===== config.mk =====
export PLATFORM = sky130hd
export DESIGN_NAME = alu_iterative
export DESIGN_NICKNAME = d
export VERILOG_FILES = /design/src/rtl/alu_iterative_pkg.sv /design/src/rtl/alu_iter_datapath.sv /design/src/rtl/alu_iterative.sv
export SDC_FILE = /design/constraint.sdc
export NUM_CORES = 1
export LEC_CHECK = 0
export ABC_AREA = 1
export BUFFER_PORTS_ARGS = -buffer_cell sky130_fd_sc_hd__buf_2
export CORE_MARGIN = 3
export CORE_UTILIZATION = 50
export CTS_BUF_LIST = sky130_fd_sc_hd__clkbuf_8
export DETAILED_ROUTE_END_ITERATION = 7
export PLACE_DENSITY = 0.69
export REMOVE_ABC_BUFFERS = 1
export SLEW_MARGIN = 20
export SYNTH_ARGS = -nofsm -noshare
export SYNTH_HDL_FRONTEND = slang
export SYNTH_SLANG_ARGS = --single-unit

===== constraint.sdc =====
create_clock -name clk -period 5 [get_ports clk]
set_clock_uncertainty 0.1 [all_clocks]
set_input_delay 0.25 -clock clk [delete_from_list [all_inputs] [get_ports clk]]
set_output_delay 0.25 -clock clk [all_outputs]
set_load 0.02 [all_outputs]

===== src/rtl/alu_iterative_pkg.sv =====
// Shared definitions for the iterative ALU: opcode and FSM state encodings.
package alu_iterative_pkg;

  localparam int unsigned AluWidth = 8;

  typedef enum logic [2:0] {
    AluFwd  = 3'b000,
    AluAdd  = 3'b001,
    AluAnd  = 3'b010,
    AluOr   = 3'b011,
    AluMult = 3'b100,
    AluSll  = 3'b101,
    AluSrl  = 3'b110,
    AluSra  = 3'b111
  } alu_op_e;

  typedef enum logic [0:0] {
    StIdle = 1'b0,
    StRun  = 1'b1
  } alu_state_e;

  function automatic logic is_shift(alu_op_e op);
    return (op == AluSll) || (op == AluSrl) || (op == AluSra);
  endfunction

endpackage


===== src/rtl/alu_iter_datapath.sv =====
// Multi-cycle datapath: shift-and-add multiplier and one-bit-per-step shifter.
module alu_iter_datapath
  import alu_iterative_pkg::*;
#(
  parameter int unsigned WIDTH      = AluWidth,
  parameter int unsigned MUL_CYCLES = AluWidth
) (
  input  logic             clk,
  input  logic             reset,
  input  logic             load,
  input  logic             step,
  input  alu_op_e          op,
  input  logic [WIDTH-1:0] a,
  input  logic [WIDTH-1:0] b,
  output logic [WIDTH-1:0] acc_next,
  output logic             last
);

  localparam int unsigned CountWidth = $clog2(MUL_CYCLES + 1);

  alu_op_e               op_q;
  logic [WIDTH-1:0]      acc_q, mcand_q, mplier_q, acc_step;
  logic [CountWidth-1:0] count_q, count_load;

  // Shift amounts saturate at WIDTH: further steps could not change the result.
  always_comb begin
    count_load = CountWidth'(MUL_CYCLES);
    if (is_shift(op)) begin
      count_load = (b >= WIDTH'(WIDTH)) ? CountWidth'(WIDTH) : CountWidth'(b);
    end
  end

  always_comb begin
    acc_step = acc_q;
    case (op_q)
      AluMult: if (mplier_q[0]) acc_step = acc_q + mcand_q;
      AluSll:  acc_step = {acc_q[WIDTH-2:0], 1'b0};
      AluSrl:  acc_step = {1'b0, acc_q[WIDTH-1:1]};
      AluSra:  acc_step = {acc_q[WIDTH-1], acc_q[WIDTH-1:1]};
      default: acc_step = acc_q;
    endcase
  end

  always_ff @(posedge clk) begin
    if (!reset) begin
      op_q     <= AluFwd;
      acc_q    <= '0;
      mcand_q  <= '0;
      mplier_q <= '0;
      count_q  <= '0;
    end else if (load) begin
      op_q     <= op;
      acc_q    <= (op == AluMult) ? '0 : a;
      mcand_q  <= a;
      mplier_q <= b;
      count_q  <= count_load;
    end else if (step) begin
      acc_q    <= acc_step;
      mcand_q  <= {mcand_q[WIDTH-2:0], 1'b0};
      mplier_q <= {1'b0, mplier_q[WIDTH-1:1]};
      count_q  <= count_q - 1'b1;
    end
  end

  assign acc_next = acc_step;
  assign last     = (count_q == CountWidth'(1));

endmodule


===== src/rtl/alu_iterative.sv =====
// Execute-stage ALU: single-cycle logic/add ops, iterative multiply and shifts.
module alu_iterative
  import alu_iterative_pkg::*;
#(
  parameter int unsigned WIDTH      = AluWidth,
  parameter int unsigned MUL_CYCLES = AluWidth
) (
  input  logic             clk,
  input  logic             reset,
  input  logic             start,
  input  logic [2:0]       aluop,
  input  logic [WIDTH-1:0] data1,
  input  logic [WIDTH-1:0] data2,
  output logic [WIDTH-1:0] result,
  output logic             zero,
  output logic             busy,
  output logic             done
);

  alu_state_e       state_q, state_d;
  logic [WIDTH-1:0] result_q, result_d, single_res, acc_next;
  logic             done_q, done_d, load, step, last;
  alu_op_e          op;

  assign op = alu_op_e'(aluop);

  alu_iter_datapath #(
    .WIDTH      (WIDTH),
    .MUL_CYCLES (MUL_CYCLES)
  ) u_datapath (
    .clk      (clk),
    .reset    (reset),
    .load     (load),
    .step     (step),
    .op       (op),
    .a        (data1),
    .b        (data2),
    .acc_next (acc_next),
    .last     (last)
  );

  // DATA2 arrives already negated for SUB, so ADD covers both.
  always_comb begin
    single_res = data1;
    case (op)
      AluFwd:  single_res = data2;
      AluAdd:  single_res = data1 + data2;
      AluAnd:  single_res = data1 & data2;
      AluOr:   single_res = data1 | data2;
      default: single_res = data1;
    endcase
  end

  always_comb begin
    state_d  = state_q;
    result_d = result_q;
    done_d   = 1'b0;
    load     = 1'b0;
    step     = 1'b0;
    unique case (state_q)
      StIdle: begin
        if (start) begin
          if (op == AluMult || (is_shift(op) && data2 != '0)) begin
            load    = 1'b1;
            state_d = StRun;
          end else begin
            result_d = single_res;
            done_d   = 1'b1;
          end
        end
      end
      StRun: begin
        step = 1'b1;
        if (last) begin
          result_d = acc_next;
          done_d   = 1'b1;
          state_d  = StIdle;
        end
      end
      default: state_d = StIdle;
    endcase
  end

  always_ff @(posedge clk) begin
    if (!reset) begin
      state_q  <= StIdle;
      result_q <= '0;
      done_q   <= 1'b0;
    end else begin
      state_q  <= state_d;
      result_q <= result_d;
      done_q   <= done_d;
    end
  end

  assign result = result_q;
  assign zero   = (result_q == '0);
  assign busy   = (state_q == StRun);
  assign done   = done_q;

endmodule


==> metrics.md <==
| Metric | Value |
|---|---|
| Status | finished clean |
| Internal power | 0.000549 W |
| Critical R2R Capture | u_datapath.acc_q[2] |
| Num CTS Buffers | 5 |
| RR Startpoint | u_datapath.acc_q[0] |
| Synth-to-layout area growth | 7.66% |
| Critical path's largest stage delay | 0.40 ns |
| Gate power share | 30.0% |
| Unrepaired setup endpoints after global routing | no |
| Final Hold Viols | 0 |
| Clk_lat worst skew | 0.30 ns |
| CP max stage cell | fa_1 |
| Pin count of the biggest net entering global routing | 31 |
| Starting DRC count in detailed routing | 349 |
| Final min period | 1.98 ns |
| Setup Viol. Count Final | 0 |
| # Post-CTS Setup Buffers | 0 |
| Final worst slack | 3.02 ns |
| Post-Syn Instances | 525 |
| Buf+Inv Stages, Crit Path | 1 |
| Mean Syn Cell Area | 6.29 µm² |
| Post-synth ARST share | 0% |
| ANT cells | 0 |
| Layout cells sized above 1 | 10.3% |
| DRC Markers | 0 |
| Critical path, cell by cell | ha_1, inv_1, fa_1, xnor2_1, o21ai_0, nand3b_1, o21ai_1, nand2_1, nand2_1, a21oi_1 |
| Worst setup EP type | flop |
| Port Buffers | 32 |
| Clock Path Buffers | 2 |
| DR WL/cell | 14.7 µm |
| Post-CTS Resized | 0 |
| Max frequency | 0.506 GHz |
| CTS tree | built |
| Row count | 28 |
| Final #Nets | 599 |
| Sum Neg Setup Slack | 0 ns |
| Post-Syn Area | 3300 µm² |
| I/O pins | 33 |
| Unique masters post-synth | 37 |
| Worst Path Required | 5.09 ns |
| Crit path launch | u_datapath.acc_q[0] |
| Die ar. | 7610 µm² |
| Die Wd | 87.3 µm |
| Worst min path class | in -> reg |
| Flop pwr share | 43.4% |
| Pre-CTS setup slack | 3.02 ns |
| Vias per cell | 5.64 |
| Clock sinks | 41 |
| Clock power frac | 26.6% |
| Arrival time of the worst setup path | 2.07 ns |
| Sequential area share after synthesis | 24.9% |
| Worst Path Max Fanout | 3 |
| First-pass GRT wire length | 15400 µm |
| Power Total | 0.000860 W |
| Multi-input gate area | 2050 µm² |
| Post-synth EDFFs | 0 |
| CP startpoint kind | flop |
| Leakage power | 1.79 nW |
| Initial core utilization | 53.5% |
| CTS H-tree depth | 2 |
| Worst IR drop on VDD | 0.148 mV |
| Antenna viol nets, final | 0 |
| DR pass1 iterations | 5 |
| Sw power | 0.000311 W |
| DP HPWL | 7220 µm |
| Final Wtd Congestion | 1.02 |
| Worst setup path end | u_datapath.acc_q[2] |
| Worst path depth | 10 |
| Max cap viols | 0 |
| Register area | 821 µm² |
| Placed Instances | 618 |
| Switching Share | 36.1% |
| Slew HR | 59.9% |
| Final Core Density | 57.6% |
| Period utilisation layout | 39.5% |
| Prevailing post-synth register cell | dfxtp_1 |
| Initial antenna violation count | 0 |
| Worst r2r path cells | 10 |
| Fill cells | 618 |
| Yosys warning count | 0 |
| Reg clk slew, reported paths | 0.08 ns |
| Most used cell, CP | nand2_1 |
| Final Non-Filler Cells | 626 |
| Worst Tran Pin Value | 0.598 ns |
| CTS root buffer | clkbuf_8 |
| Cts hold-fix bufs | 0 |
| DIE HEIGHT | 87.3 µm |
| Vias in the first global route | 3244 |
| R2r setup slk | 3.02 ns |
| GRT Total Usage | 25.5% |
| Overflow left after global routing | 0 |
| Vias | 3533 |
| Top delay family on crit path | adder cells |
| Final WL | 9220 µm |
| Core Area | 6170 µm² |
| Max-slew violation count | 0 |
| P per Cell Area | 242 nW/µm² |
| #FFs+latches synth | 41 |
| CP Class | reg -> reg |
state kept, by name, indices dropped and copies added (netlist names):
| name | cells |
|---|---|
| busy | 1 |
| u_datapath.mplier_q | 8 |
| u_datapath.count_q | 4 |
| u_datapath.op_q | 3 |
| u_datapath.acc_q | 8 |
| done | 1 |
| result | 8 |
| u_datapath.mcand_q | 8 |
worst min path at each step:
stage / startpoint / end / slack [ns] / cells past startpoint
2_1_floorplan: reset / result[3] / 0.29 / 2
5_1_grt: data1[2] / u_datapath.acc_q[2] / 0.16 / 3
6_report: data1[2] / u_datapath.acc_q[2] / 0.17 / 3
3_5_place_dp: u_datapath.mplier_q[7] / u_datapath.mplier_q[7] / 0.37 / 2
4_1_cts: data1[2] / u_datapath.acc_q[2] / 0.16 / 3
3_3_place_gp: u_datapath.mplier_q[7] / u_datapath.mplier_q[7] / 0.35 / 2
final cells by class:
type | count | area share [%]
inverters | 85 | 9.05
clock inverters | 2 | 0.387
flip-flops and latches | 41 | 23.1
multi-input cells | 384 | 57.8
clock buffers | 6 | 2.32
well taps | 75 | 2.64
repair buffers | 33 | 4.72
per-stage QoR:
stage	area (µm²)	hold slack, ns
finish	3550	0.166
floorplan	3200	0.288
detailed placement	3460	0.367
global placement	3460	0.355
global route	3550	0.162
CTS	3550	0.160
synthesized netlist by cell type, types with 5 or more instances:
cell        n  share of area, %
buf_6       5               1.7
clkbuf_1    5              0.57
ha_1       25               9.5
nand2_1   125                14
o21ai_0    50               7.6
nand4_1     5              0.95
a21oi_1    51               7.7
dfxtp_1    41                25
nand3_1    37               5.6
nor3_1      6              0.91
inv_2       6              0.68
o22ai_1     8               1.5
inv_1      75               8.5
nor2_1     40               4.5
worst min-delay path: cells and delay by family:
family	cells	cell delay, ns
AOI/OAI and AO/OA	1	0.06
buffers and inverters	1	0.12
and+or+nand+nor	1	0.09
layout by cell type, fill, tap and decap left out, types with 2 or more instances in the layout:
master | netlist | final
o21ai_0 | 50 | 50
o22ai_1 | 8 | 8
nand2_4 | 3 | 3
nand4_1 | 5 | 5
clkinv_1 | 3 | 3
nand3_1 | 37 | 37
nor3_1 | 6 | 6
nand2_2 | 2 | 2
o221ai_1 | 2 | 2
inv_2 | 6 | 6
a31oi_1 | 3 | 3
ha_1 | 25 | 25
xor2_1 | 3 | 3
a211oi_1 | 4 | 4
inv_1 | 75 | 75
fa_1 | 2 | 2
o211ai_1 | 2 | 2
buf_2 | 3 | 32
clkbuf_8 | 0 | 6
dfxtp_1 | 41 | 41
nand3b_1 | 4 | 4
nand2_1 | 125 | 125
o21ai_1 | 2 | 2
xnor2_1 | 2 | 2
a21oi_1 | 51 | 51
nor2_1 | 40 | 40
power by group through the flow:
stage,clock (W),sequential (W),combinational (W)
finish,0.000229,0.000373,0.000258
global route,0.000247,0.000377,0.000291
CTS,0.000234,0.000373,0.000254
detailed placement,0,0.000381,0.000253
global placement,0,0.000380,0.000251
floorplan,0,0.000384,0.000169
layer usage:
layer  global-route usage [%]  wire [µm]  vias up
met5                        0          0        -
met4                     9.34        268        0
met3                     4.35        667       24
met2                     40.0       4140      154
met1                     35.0       4150     1581
li1                         -          -     1774
kinds of logic after synthesis:
| kind of cell | count (synthesis) | share of synthesized area [%] |
|---|---|---|
| flip-flops | 41 | 24.9 |
| AO/OA/AOI/OAI | 125 | 20.4 |
| AND/OR/NAND/NOR | 227 | 29.8 |
| buffers and inverters | 100 | 12.9 |
| XOR/XNOR | 5 | 1.33 |
| adder cells (fa/ha/maj) | 27 | 10.7 |
Note: power is estimated with default switching activity, not from simulation.
